[src/rtl/wb_pkg.sv]
// Shared constants, entry payload and register decode for the writeback unit.
package wb_pkg;
    localparam int unsigned AW    = 4;
    localparam int unsigned DW    = 16;
    localparam int unsigned DEPTH = 4;
    localparam int unsigned NREG  = 1 << AW;
    localparam int unsigned PW    = $clog2(DEPTH);
    localparam int unsigned CW    = $clog2(DEPTH + 1);

    localparam logic [AW-1:0] REG_ZERO = 4'd0;

    typedef struct packed {
        logic [AW-1:0] addr;
        logic [DW-1:0] data;
    } entry_t;

    function automatic logic [NREG-1:0] dec(input logic [AW-1:0] a);
        return NREG'(1) << a;
    endfunction
endpackage

[src/rtl/wb_fifo.sv]
// In-order circular buffer: two enqueues (in0 older than in1) and one dequeue per clock.
// Entries are presented oldest-first in ord[] with matching ord_vld bits.
module wb_fifo
    import wb_pkg::*;
(
    input  logic             clk,
    input  logic             rst,
    input  logic             flush,
    input  logic             in0_en,
    input  entry_t           in0,
    input  logic             in1_en,
    input  entry_t           in1,
    output logic             pop,
    output logic [CW-1:0]    count,
    output entry_t           ord [DEPTH],
    output logic [DEPTH-1:0] ord_vld
);
    logic [PW-1:0] head;
    logic [PW-1:0] tail;
    entry_t        mem [DEPTH];

    // A flush suppresses the pop so the cleared queue cannot leak its head.
    assign pop = (count != '0) && !flush;

    always_ff @(posedge clk or posedge rst) begin
        if (rst) begin
            head  <= '0;
            tail  <= '0;
            count <= '0;
        end else if (flush) begin
            head  <= '0;
            tail  <= '0;
            count <= '0;
        end else begin
            if (pop)
                head <= head + PW'(1);
            if (in1_en)
                tail <= tail + PW'(2);
            else if (in0_en)
                tail <= tail + PW'(1);
            count <= count + CW'(in0_en) + CW'(in1_en) - CW'(pop);
        end
    end

    always_ff @(posedge clk) begin
        if (!flush) begin
            if (in0_en)
                mem[tail] <= in0;
            if (in1_en)
                mem[tail + PW'(1)] <= in1;
        end
    end

    always_comb begin
        for (int k = 0; k < DEPTH; k++) begin
            ord[k]     = mem[head + PW'(k)];
            ord_vld[k] = CW'(k) < count;
        end
    end
endmodule

[src/rtl/reg_writeback.sv]
// Register-file writeback: merges ALU/load results into an in-order queue, retires one per clock.
// Optional WB_BYPASS_EN adds a combinational forwarding lookup (byp_addr/byp_hit/byp_data).
module reg_writeback
    import wb_pkg::*;
(
    input  logic            clk,
    input  logic            rst,
    input  logic            alu_valid,
    input  logic [AW-1:0]   alu_addr,
    input  logic [DW-1:0]   alu_data,
    output logic            alu_ready,
    input  logic            mem_valid,
    input  logic [AW-1:0]   mem_addr,
    input  logic [DW-1:0]   mem_data,
    output logic            mem_ready,
    input  logic            flush,
    output logic            wr_load,
    output logic [AW-1:0]   wr_addr,
    output logic [DW-1:0]   wr_data,
    output logic [NREG-1:0] busy
`ifdef WB_BYPASS_EN
    ,
    input  logic [AW-1:0]   byp_addr,
    output logic            byp_hit,
    output logic [DW-1:0]   byp_data
`endif
);
    logic             pop;
    logic [CW-1:0]    count;
    entry_t           ord [DEPTH];
    logic [DEPTH-1:0] ord_vld;
    logic             mem_enq;
    logic             alu_enq;
    entry_t           mem_e;
    entry_t           alu_e;

    // Readiness ignores a same-cycle dequeue; the mem slot is reserved first.
    assign mem_ready = !flush && (count < CW'(DEPTH));
    assign alu_ready = !flush && ((count + CW'(mem_valid)) < CW'(DEPTH));

    assign mem_enq = mem_valid && mem_ready && (mem_addr != REG_ZERO);
    assign alu_enq = alu_valid && alu_ready && (alu_addr != REG_ZERO);
    assign mem_e   = '{addr: mem_addr, data: mem_data};
    assign alu_e   = '{addr: alu_addr, data: alu_data};

    wb_fifo u_fifo (
        .clk     (clk),
        .rst     (rst),
        .flush   (flush),
        .in0_en  (mem_enq || alu_enq),
        .in0     (mem_enq ? mem_e : alu_e),
        .in1_en  (mem_enq && alu_enq),
        .in1     (alu_e),
        .pop     (pop),
        .count   (count),
        .ord     (ord),
        .ord_vld (ord_vld)
    );

    always_ff @(posedge clk or posedge rst) begin
        if (rst) begin
            wr_load <= 1'b0;
            wr_addr <= '0;
            wr_data <= '0;
        end else begin
            wr_load <= pop;
            if (pop) begin
                wr_addr <= ord[0].addr;
                wr_data <= ord[0].data;
            end
        end
    end

    always_comb begin
        busy = wr_load ? dec(wr_addr) : '0;
        for (int k = 0; k < DEPTH; k++)
            if (ord_vld[k])
                busy = busy | dec(ord[k].addr);
    end

`ifdef WB_BYPASS_EN
    // Scan oldest to youngest so the last match is the freshest value.
    always_comb begin
        byp_hit  = 1'b0;
        byp_data = '0;
        if (wr_load && (wr_addr == byp_addr)) begin
            byp_hit  = 1'b1;
            byp_data = wr_data;
        end
        for (int k = 0; k < DEPTH; k++) begin
            if (ord_vld[k] && (ord[k].addr == byp_addr)) begin
                byp_hit  = 1'b1;
                byp_data = ord[k].data;
            end
        end
        if (byp_addr == REG_ZERO) begin
            byp_hit  = 1'b0;
            byp_data = '0;
        end
    end
`endif
endmodule

[config.mk]
export PLATFORM = sky130hd
export DESIGN_NAME = reg_writeback
export DESIGN_NICKNAME = d
export VERILOG_FILES = /design/src/rtl/wb_pkg.sv /design/src/rtl/wb_fifo.sv /design/src/rtl/reg_writeback.sv
export SDC_FILE = /design/constraint.sdc
export NUM_CORES = 1
export LEC_CHECK = 0
export ABC_CLOCK_PERIOD_IN_PS = 3250
export CAP_MARGIN = 10
export CORE_ASPECT_RATIO = 0.9
export CORE_MARGIN = 5
export CORE_UTILIZATION = 40
export DETAILED_ROUTE_END_ITERATION = 10
export HOLD_SLACK_MARGIN = 0.02
export SYNTH_ARGS = -nofsm -noshare
export SYNTH_HDL_FRONTEND = slang
export SYNTH_SLANG_ARGS = --single-unit
export TNS_END_PERCENT = 30
[constraint.sdc]
create_clock -name clk -period 3.25 [get_ports clk]
set_input_delay 0.65 -clock clk [delete_from_list [all_inputs] [get_ports clk]]
set_output_delay 0.65 -clock clk [all_outputs]
set_load 0.01 [all_outputs]
==> flow_metrics.tcl <==
set metrics [dict create \
    status "complete, no violations" \
    cts_buffer_depth 2 \
    tightest_slew_ns 0.989 \
    fmax_mhz 311 \
    synth_top_area_share_pct 38.0 \
    hold_class "reg -> reg" \
    crit_type "reg -> out" \
    die_w_microns 142 \
    drtIter0Drc 223 \
    track_usage_pct 18.5 \
    port_buffers 83 \
    grt_max_degree 23 \
    dr.pass1.iters 5 \
    pwr-share-clk_pct 16.9 \
    vias 4553 \
    drt-vias-per-instance 5.49 \
    crit_path_end_kind "primary output" \
    fin_area_sq_um 8210 \
    cts_buffers 9 \
    crit_arrival_ns 2.57 \
    crit_chain "buf_12 -> mux2_4 -> mux2_2 -> and2_4 -> a22o_1 -> or4b_1 -> buf_2" \
    netlist_area_sq_um 6320 \
    grt_remaining_overflow 0 \
    switchingPower_mw 2.43 \
    rsz0062_at_grt "true" \
    p_seq_share_pct 32.1 \
    hpwl_microns 12000 \
    vdd_drop_max_mv 0.326 \
    synth_edf_count 80 \
    synth_warnings 0 \
    min_period_ns 3.22 \
    worstSkewPairLatency_ns 0.35 \
    synth_most_common_cell "mux2_1" \
    p_total_mw 6.51 \
    ant_nets 0 \
    p_int_mw 4.08 \
    synthFlopType "edfxtp_1" \
    synth_cells 495 \
    critPathMaxFanout 5 \
    relSlewSlack_pct 34.0 \
    grt_pass1_wl_microns 26400 \
    ys_top_cells_by_count "82 x mux2_1, 80 x edfxtp_1, 70 x nand2_1, 28 x a22oi_1, 28 x dfrtp_1" \
    ys_types 52 \
    clk_pin_slew_ns 0.08 \
    fp.dieArea_sq_um 18400 \
    synth.area.top_cells "edfxtp_1 38%, mux2_1 15%, dfrtp_1 11%" \
    p_sw_share_pct 37.3 \
    synth.avg_cell_area_sq_um 12.8 \
    required_ns 2.60 \
    pin_count 84 \
    post_drt_wl_per_cell_microns 20.2 \
    cts.root.buffer_cell "clkbuf_16" \
    drc 0 \
    critPathSlowestCell "or4b_1" \
    leakage_nw 3.11 \
    grt_pass1_vias 4778 \
    fin_skew_ns 0.00928 \
    hold_viol 0 \
    max_stage_delay_ns 0.50 \
    synth_fp_nets 551 \
    initial_core_util_pct 40.9 \
    h-tree-depth 3 \
    antenna_found_initial 0 \
    async_reset_ff_share_pct 25.9 \
    die_height_microns 129 \
    fin_crit_sh_pct 98.9 \
    p_per_area_nw_per_um2 793 \
    yosysTopAreaCell "edfxtp_1" \
    max_cap_violations 0 \
    setup_violations 0 \
    diodes 0 \
    wl_microns 16700 \
    synthToLayoutAreaGrowth_pct 30.0 \
    whs_ns 0.478 \
    drive_above_1_share_pct 22.8 \
    rows 43 \
    cts_tree "done" \
    combPwrFrac_pct 51.0 \
    synth_seq_area_share_pct 49.1 \
    drv_slew 0 \
    fin_nets 678 \
    dpl_cell_area_sq_um 7730 \
    cts_sinks 108 \
    ys_seq_elements 108 \
    gp_congestion 0.930 \
    crit_path_start_kind "flop" \
    core_area_sq_um 15400 \
]
[placed cells by master (no fill, tap or decap), types with 6 or more instances in the layout]
| master | count |
|---|---|
| nor2b_1 | 9 |
| nor2_1 | 18 |
| ha_1 | 9 |
| clkbuf_16 | 11 |
| edfxtp_1 | 80 |
| mux2_2 | 7 |
| buf_4 | 49 |
| inv_1 | 7 |
| dlygate4sd2_1 | 12 |
| nand3_1 | 19 |
| a22oi_1 | 23 |
| nor2_2 | 6 |
| nand2_1 | 70 |
| mux2_1 | 82 |
| dfrtp_1 | 26 |
| mux4_2 | 25 |
| clkdlybuf4s50_1 | 67 |
[routing by layer]
layer | GRT usage [%] | part of all wire (%)
met5 | 0 | 0
met4 | 5.98 | 2.0
met3 | 3.58 | 4.8
met2 | 31.4 | 50
met1 | 24.1 | 44
[power by group through the flow]
stage                     combinational [mW]  sequential [mW]  clock [mW]
final                                   3.32             2.09        1.10
after global routing                    3.62             2.13        1.18
after CTS                               3.27             2.08        1.12
after detailed placement                3.19             2.12           0
after global placement                  3.16             2.10           0
after floorplan                         1.84             2.09           0
[critical path, delay by kind of cell, from the launching register on]
| family | cells | cell delay, ns |
|---|---|---|
| AOI/OAI and AO/OA | 1 | 0.19 |
| buffers and inverters | 2 | 0.32 |
| DFF | 1 | 0.46 |
| muxes | 2 | 0.58 |
| and+or+nand+nor | 2 | 0.66 |
[layout make-up]
type,count,area (sq um)
Clock buffer,10,250
Clock inverter,6,53.8
Fill cell,1334,7230
Inverter,9,33.8
Multi-Input combinational cell,353,3150
Sequential cell,108,3110
Tap cell,202,253
Timing Repair Buffer,141,1360
[through the flow]
step	std cells	util (%)	setup slack [ns]	TNS, ns
floorplan	495	-	0.314	0
global placement	807	50.1	-0.114	-0.175
detailed placement	807	50.1	-0.160	-0.270
CTS	827	52.7	-0.0989	-0.0989
global route	829	53.2	-0.0175	-0.0418
finish	829	53.2	0.0344	0
[repair_timing]
| item | CTS | global route |
|---|---|---|
| buffers inserted | 3 | 1 |
| endpoints found under the hold margin | 0 | 0 |
| cloned | 1 | 1 |
| gates resized for setup | 39 | 10 |
| hold buffers | 0 | 0 |
| endpoints found under the setup margin | 16 | 8 |
[state kept, by name (all words and copies together), names as in the netlist]
| name | flops |
|---|---|
| u_fifo.mem | 80 |
| wr_data | 16 |
| wr_addr | 4 |
| u_fifo.count | 3 |
| u_fifo.head | 2 |
| u_fifo.tail | 2 |
| wr_load | 1 |
[path summary, 6_finish.rpt]
kind / slack [ns] / cells past startpoint / endpoint / startpoint
min in group asynchronous: 0.83 / 2 / wr_data[8]$_DFFE_PP0P_ / rst
hold / removal: 0.48 / 2 / wr_data[6]$_DFFE_PP0P_ / wr_data[6]$_DFFE_PP0P_
max in group asynchronous: 1.73 / 3 / wr_data[1]$_DFFE_PP0P_ / rst
setup reg to reg: 0.62 / 10 / u_fifo.count[2]$_DFF_PP0_ / u_fifo.count[2]$_DFF_PP0_
hold reg to reg: 0.48 / 2 / wr_data[6]$_DFFE_PP0P_ / wr_data[6]$_DFFE_PP0P_
setup / recovery: 0.03 / 7 / busy[14] / u_fifo.head[1]$_DFFE_PP0P_
[kinds of logic (layout without fill, tap and decap cells)]
group	Yosys count	in the layout	share of synthesized area, %
AND/OR/NAND/NOR	162	162	12.2
XOR/XNOR	4	4	0.555
flip-flops	108	108	49.1
adder cells (fa/ha/maj)	11	11	2.42
AO/OA/AOI/OAI	54	54	6.40
buffers and inverters	34	166	2.69
multiplexers	122	122	26.6
Note: power is estimated with default switching activity, not from simulation.
